File: src/rtl/mux_serializer_pkg.sv
// ============================================================================
// Module   : mux_serializer_pkg
// Brief    : Shared constants, state encodings and index helpers for mux_serializer.
// Revision : 1.0
// ============================================================================
`default_nettype none

package mux_serializer_pkg;

    localparam int SEL_W  = 3;
    localparam int DATA_W = 8;

    localparam logic [0:0] ST_IDLE  = 1'b0;
    localparam logic [0:0] ST_SHIFT = 1'b1;

    localparam logic [SEL_W-1:0] SEL_LO = 3'd0;
    localparam logic [SEL_W-1:0] SEL_HI = 3'd7;

    // First bit index of a word for the chosen bit order
    function automatic logic [SEL_W-1:0] sel_start(input logic msb_first);
        return msb_first ? SEL_HI : SEL_LO;
    endfunction

    // Index of the final bit of a word for the chosen bit order
    function automatic logic [SEL_W-1:0] sel_end(input logic msb_first);
        return msb_first ? SEL_LO : SEL_HI;
    endfunction

endpackage

`default_nettype wire

File: src/rtl/mux_serializer_mux8.sv
// ============================================================================
// Module   : mux8
// Brief    : 8:1 single-bit multiplexer cell.
// Revision : 1.0
// ============================================================================
`default_nettype none

module mux8
    import mux_serializer_pkg::*;
(
    input  logic             i0,
    input  logic             i1,
    input  logic             i2,
    input  logic             i3,
    input  logic             i4,
    input  logic             i5,
    input  logic             i6,
    input  logic             i7,
    input  logic [SEL_W-1:0] s,
    output logic             y
);

    always_comb begin
        y = i0;
        case (s)
            3'd0:    y = i0;
            3'd1:    y = i1;
            3'd2:    y = i2;
            3'd3:    y = i3;
            3'd4:    y = i4;
            3'd5:    y = i5;
            3'd6:    y = i6;
            3'd7:    y = i7;
            default: y = i0;
        endcase
    end

endmodule

`default_nettype wire

File: src/rtl/mux_serializer.sv
// ============================================================================
// Module   : mux_serializer
// Brief    : Parallel-in/serial-out stage; byte in via valid/ready, bits out via valid/ready.
// Revision : 1.0
// ============================================================================
`default_nettype none

module mux_serializer
    import mux_serializer_pkg::*;
#(
    parameter logic MSB_FIRST  = 1'b0,
    parameter logic IDLE_LEVEL = 1'b1
) (
    input  logic              clk,
    input  logic              rst_n,
    input  logic              flush,
    input  logic [DATA_W-1:0] in_data,
    input  logic              in_valid,
    output logic              in_ready,
    output logic              ser_out,
    output logic              ser_valid,
    output logic              ser_last,
    input  logic              ser_ready
);

    localparam logic [SEL_W-1:0] c_SEL_START = sel_start(MSB_FIRST);
    localparam logic [SEL_W-1:0] c_SEL_END   = sel_end(MSB_FIRST);

    logic [0:0]        r_state;
    logic [DATA_W-1:0] r_data;
    logic [SEL_W-1:0]  r_sel;

    logic w_valid;
    logic w_last;
    logic w_mux_bit;
    logic w_load;
    logic w_accept;

    mux8 u_mux8 (
        .i0 (r_data[0]),
        .i1 (r_data[1]),
        .i2 (r_data[2]),
        .i3 (r_data[3]),
        .i4 (r_data[4]),
        .i5 (r_data[5]),
        .i6 (r_data[6]),
        .i7 (r_data[7]),
        .s  (r_sel),
        .y  (w_mux_bit)
    );

    assign w_valid  = (r_state == ST_SHIFT);
    assign w_last   = w_valid && (r_sel == c_SEL_END);
    assign w_accept = w_valid && ser_ready;

    // Ready combinationally on the last-bit accept so words stream without a gap
    assign in_ready = !flush && ((r_state == ST_IDLE) || (w_last && ser_ready));
    assign w_load   = in_valid && in_ready;

    assign ser_valid = w_valid;
    assign ser_last  = w_last;
    assign ser_out   = w_valid ? w_mux_bit : IDLE_LEVEL;

    always_ff @(posedge clk or negedge rst_n) begin
        if (!rst_n) begin
            r_state <= ST_IDLE;
            r_data  <= '0;
            r_sel   <= c_SEL_START;
        end else if (flush) begin
            r_state <= ST_IDLE;
            r_sel   <= c_SEL_START;
        end else if (w_load) begin
            r_state <= ST_SHIFT;
            r_data  <= in_data;
            r_sel   <= c_SEL_START;
        end else if (w_accept) begin
            if (w_last) begin
                r_state <= ST_IDLE;
                r_sel   <= c_SEL_START;
            end else begin
                r_sel <= MSB_FIRST ? (r_sel - 1'b1) : (r_sel + 1'b1);
            end
        end
    end

endmodule

`default_nettype wire
File: config.mk
export PLATFORM = sky130hd
export DESIGN_NAME = mux_serializer
export DESIGN_NICKNAME = d
export VERILOG_FILES = /design/src/rtl/mux_serializer_pkg.sv /design/src/rtl/mux_serializer_mux8.sv /design/src/rtl/mux_serializer.sv
export SDC_FILE = /design/constraint.sdc
export NUM_CORES = 1
export LEC_CHECK = 0
export ABC_CLOCK_PERIOD_IN_PS = 4100
export CAP_MARGIN = 20
export CORE_UTILIZATION = 40
export CTS_BUF_LIST = sky130_fd_sc_hd__clkbuf_4 sky130_fd_sc_hd__clkbuf_8
export CTS_CLUSTER_SIZE = 25
export DETAILED_ROUTE_END_ITERATION = 12
export HOLD_SLACK_MARGIN = 0.02
export PLACE_DENSITY = 0.68
export SETUP_SLACK_MARGIN = 0.5
export SLEW_MARGIN = 20
export SYNTH_ARGS = -nofsm -noshare
export SYNTH_HDL_FRONTEND = slang
export SYNTH_HIERARCHICAL = 1
export SYNTH_SLANG_ARGS = --single-unit
File: constraint.sdc
create_clock -name clk -period 4.1 [get_ports clk]
set_input_delay 0.82 -clock clk [delete_from_list [all_inputs] [get_ports clk]]
set_output_delay 0.82 -clock clk [all_outputs]
set_load 0.05 [all_outputs]
# Yosys cells after proc, flatten, opt, wreduce, memory -nomap -nowiden
# Index checks and enable logic that the tools add are counted.
# word_totals
regBits	12
word_cells	35
# classes
addsub	1
eq_ne	7
muxes	10
n_bitwise	2
reduce_logical	12
# op_table
operator	count
== test 3 bit, second input constant	4
2-to-1 mux 3 bit	4
one-hot mux 1 bit (8 select lines)	1
== test 3 x 2 -> 1 bit, second input constant	2
nonzero test 3 bit	2
logical AND 1 bit	5
2-to-1 mux 1 bit	5
AND reduction 2 bit	2
adder 3 x 1 -> 3 bit, second input constant	1
== test 3 x 1 -> 1 bit, second input constant	1
logical NOT 3 bit	1
NOT 1 bit	2
logical NOT 1 bit	1
logical OR 1 bit	1

# Depth between registers and ports, before layout
# depth
word_depth	8
ltp_mapped	5

# By module
# Netlist, hierarchy kept.
# by_module_without_submodules
module	n_inst	cells_per_inst	area_each_um2	seq_area_each_um2
mux_serializer	1	43	565.5	300.3
mux8	1	3	63.8	0.0

# Worst setup path before layout
# OpenSTA, ideal clock, no wires.
# synth_timing
kind	flip-flop to output port
startpoint	register r_sel[0]
endpoint	output ser_out
arrival_time_ns	1.586
setup_slack_ns	1.694
path_stages_with_launch	4
path_cell_list	dfrtp_1 > mux4_1 > mux2_2 > nand2b_1
# synth_between
elab_chain_len	3
# synth_rtl
item	line	text
from (decl)	mux_serializer.sv:31	logic [SEL_W-1:0] r_sel;
from (signal assigned)	mux_serializer.sv:68	r_sel <= c_SEL_START;
from (signal assigned)	mux_serializer.sv:71	r_sel <= c_SEL_START;
from (signal assigned)	mux_serializer.sv:75	r_sel <= c_SEL_START;
== test 3 bit (tied with other cells)	mux_serializer_mux8.sv:25	case (s)
one-hot mux 1 bit (8 select lines) *	mux_serializer_mux8.sv:25	
net w_mux_bit	mux_serializer.sv:35	logic w_mux_bit;
2-to-1 mux 1 bit *	mux_serializer.sv:62	assign ser_out = w_valid ? w_mux_bit : IDLE_LEVEL;
to (decl)	mux_serializer.sv:20	output logic ser_out,
# Mark *: on every way through the listed nets, which the timed path passes. The rest lies on a longest branch.

# Worst setup path after layout
# layout_timing
startpoint	input ser_ready
endpoint	output in_ready
# layout_between
elab_chain_len	3
# layout_rtl
item	line	text
from (decl)	mux_serializer.sv:23	input logic ser_ready
logical AND 1 bit	mux_serializer.sv:57	assign in_ready = !flush && ((r_state == ST_IDLE) || (w_last && ser_ready));
logical OR 1 bit	mux_serializer.sv:57	
logical AND 1 bit	mux_serializer.sv:57	
to (decl)	mux_serializer.sv:19	output logic in_ready,
# Every way passes these cells.

==> results.sh <==
export IMPL_overflow=0
export IMPL_crit_family="buffers and inverters"
export IMPL_cts_tree="built"
export IMPL_slowest_delay_ps=800
export IMPL_worst_slew_margin_rel_pct=65.31
export IMPL_synth_common_cells="dfrtp_1 (12), mux2_2 (9), nor2_1 (4)"
export IMPL_path_class="in -> out"
export IMPL_vias_per_cell=5.313
export IMPL_die_w_um=41.67
export IMPL_synth_seq_cells=12
export IMPL_p_leak_nw=0.3553
export IMPL_die_area_um2=1736
export IMPL_syn_area_um2=629.4
export IMPL_skew_ps=1.558
export IMPL_drc=0
export IMPL_pin_count=17
export IMPL_drt_antenna_violating_nets=0
export IMPL_grt_max_degree=13
export IMPL_place_gp_congestion=0.7300
export IMPL_yosys_most_used_dff="dfrtp_1"
export IMPL_fin_nets=82
export IMPL_startpoint_type="primary input"
export IMPL_tns_ps=0
export IMPL_ff2ff_setup_slack_ps=2180
export IMPL_finalHoldViolCount=0
export IMPL_core_rowCount=13
export IMPL_cts_sinks=12
export IMPL_grt_usage_pct=14.01
export IMPL_dr_pass1_iters=2
export IMPL_fp_dieH_um=41.67
export IMPL_grt_pass1_vias=456
export IMPL_postSynthCellCount=46
export IMPL_coreArea_um2=1383
export IMPL_synth_top_area_cell="dfrtp_1"
export IMPL_place_hpwl_um=813.1
export IMPL_path_buf_inv=2
export IMPL_drive_above_1_share_pct=26.15
export IMPL_cts_setup_buffers=0
export IMPL_period_share_pct=79.32
export IMPL_syn_nets=61
export IMPL_initial_core_util_pct=45.52
export IMPL_cap_violations=0
export IMPL_power_density_nw_per_um2=330.7
export IMPL_syn_to_final_growth_pct=32.01
export IMPL_clock_fmax_ghz=0.3075
export IMPL_end_kind="output port"
export IMPL_yosysTopAreaCellShare_pct=47.71
export IMPL_worst_ep_required_time_ps=3280
export IMPL_ys_seq_area_share_pct=47.71
export IMPL_root_buffer="clkbuf_4"
export IMPL_cp_data_arrival_time_ps=2430
export IMPL_synth_distinct_cells=17
export IMPL_clk_latency_ps=260
export IMPL_clk_transition_reported_paths_ps=70
export IMPL_crit_top_cell="clkdlybuf4s50_1"
export IMPL_synthArstFlopShare_pct=100.0
export IMPL_antenna_cells=0
export IMPL_synth_most_common_cell="dfrtp_1"
export IMPL_finalSetupViolCount=0
export IMPL_synth_warnings=6
export IMPL_period_minus_slack_ps=3252
export IMPL_grt_pass1_wl_um=1918
export IMPL_synthTopCellsByArea="dfrtp_1 (48%), mux2_2 (16%), mux4_1 (8.3%), and2b_2 (4.2%), ha_1 (4.0%)"
export IMPL_p_total_mw=0.2747
export IMPL_h_tree_depth=1
export IMPL_antenna_found_initial=0
export IMPL_report_final_slew_viol_count=0
export IMPL_synth_edf_count=0
export IMPL_path_cells="clkdlybuf4s50_1 > a21boi_4 > nor2_1 > clkdlybuf4s50_1"
export IMPL_hold_class="reg -> reg"
export IMPL_drt_iter0_drc=4
export IMPL_vias=425
export IMPL_rsz0062_at_grt="false"
export IMPL_clockBufferDepth=2
export IMPL_peakVddDrop_mv=0.1992
export IMPL_hold_buffers=0
export IMPL_outcome="completed"
export IMPL_cts_repair_resized=0
export IMPL_wl_per_cell_um=12.96
export IMPL_critPathMaxFanout=6
export IMPL_port_buffers=16
export IMPL_cts_inserted_buffers=3
export IMPL_avgSynthCellArea_um2=13.68
export IMPL_cp_slowest_cell="clkdlybuf4s50_1"
export IMPL_wl_um=1037
export IMPL_worstMarginPinSlew_ps=518.8
[report_power, final]
group | internal (mW) | switching [mW] | total, mW
Sequential | 0.135 | 0.00912 | 0.144
Combinational | 0.0389 | 0.0251 | 0.0639
Clock | 0.0338 | 0.0332 | 0.0670
[kinds of logic (layout without fill, tap and decap cells)]
| kind of cell | after synthesis | after routing | share of synthesized area (%) |
|---|---|---|---|
| muxes | 12 | 12 | 26.04 |
| and+or+nand+nor | 15 | 15 | 16.11 |
| adders and majority gates | 2 | 2 | 3.976 |
| DFF | 12 | 12 | 47.71 |
| AOI/OAI and AO/OA | 5 | 5 | 6.163 |
| buffers and inverters | 0 | 19 | 0 |
[layout by cell type, fill, tap and decap left out]
cell type	n
nor2_1	4
nor3_1	1
dfrtp_1	12
a21oi_1	2
a21boi_4	1
clkbuf_4	3
nand2b_1	1
nor3b_1	1
and2b_2	3
mux2i_1	1
mux2_2	9
clkdlybuf4s50_1	16
nand2_1	2
mux4_1	2
ha_1	2
and2_1	1
nand4b_1	1
nor3b_4	1
o21ai_0	2
[stage by stage]
stage | util [%] | hold slack (ps) | setup WS, ps | cell area [µm²] | std cells
5_1_grt | 60.09 | 529.8 | 774.6 | 830.8 | 80
4_1_cts | 60.09 | 509.4 | 840.3 | 830.8 | 80
6_report | 60.09 | 504.7 | 847.9 | 830.8 | 80
3_5_place_dp | 58.46 | 493.4 | 843.2 | 808.3 | 77
3_3_place_gp | 58.46 | 483.5 | 875.9 | 808.3 | 77
2_1_floorplan | - | 472.0 | 1694 | 629.4 | 46
[path summary, 6_finish.rpt]
check                                       from               endpoint  cells after the start
min in group asynchronous                  rst_n  r_data[1]$_DFFE_PN0P_                      1
max reg2reg                 r_sel[0]$_DFFE_PN0P_  r_data[7]$_DFFE_PN0P_                      5
min reg2reg                r_data[3]$_DFFE_PN0P_  r_data[3]$_DFFE_PN0P_                      1
max                                    ser_ready               in_ready                      4
max in group asynchronous                  rst_n  r_data[2]$_DFFE_PN0P_                      1
min                        r_data[3]$_DFFE_PN0P_  r_data[3]$_DFFE_PN0P_                      1
[registers in the layout (all words and copies together) (netlist names)]
name       flops
r_data         8
ser_valid      1
r_sel          3
[metal layers]
metal | part of all wire (%) | GRT usage, % | up-vias
met4 | 0.48 | 6.452 | 0
met2 | 51 | 22.50 | 11
li1 | - | - | 206
met1 | 45 | 18.86 | 206
met3 | 3.0 | 1.739 | 2
met5 | 0 | 0 | -
[cell type report]
cell class / count / area (µm²)
tap: 15 / 18.77
timing repair buffer: 16 / 160.2
sequential: 12 / 300.3
fill: 110 / 551.8
multi-input combinational: 34 / 329.1
clock buffer: 3 / 22.52
Note: power is estimated with default switching activity, not from simulation.
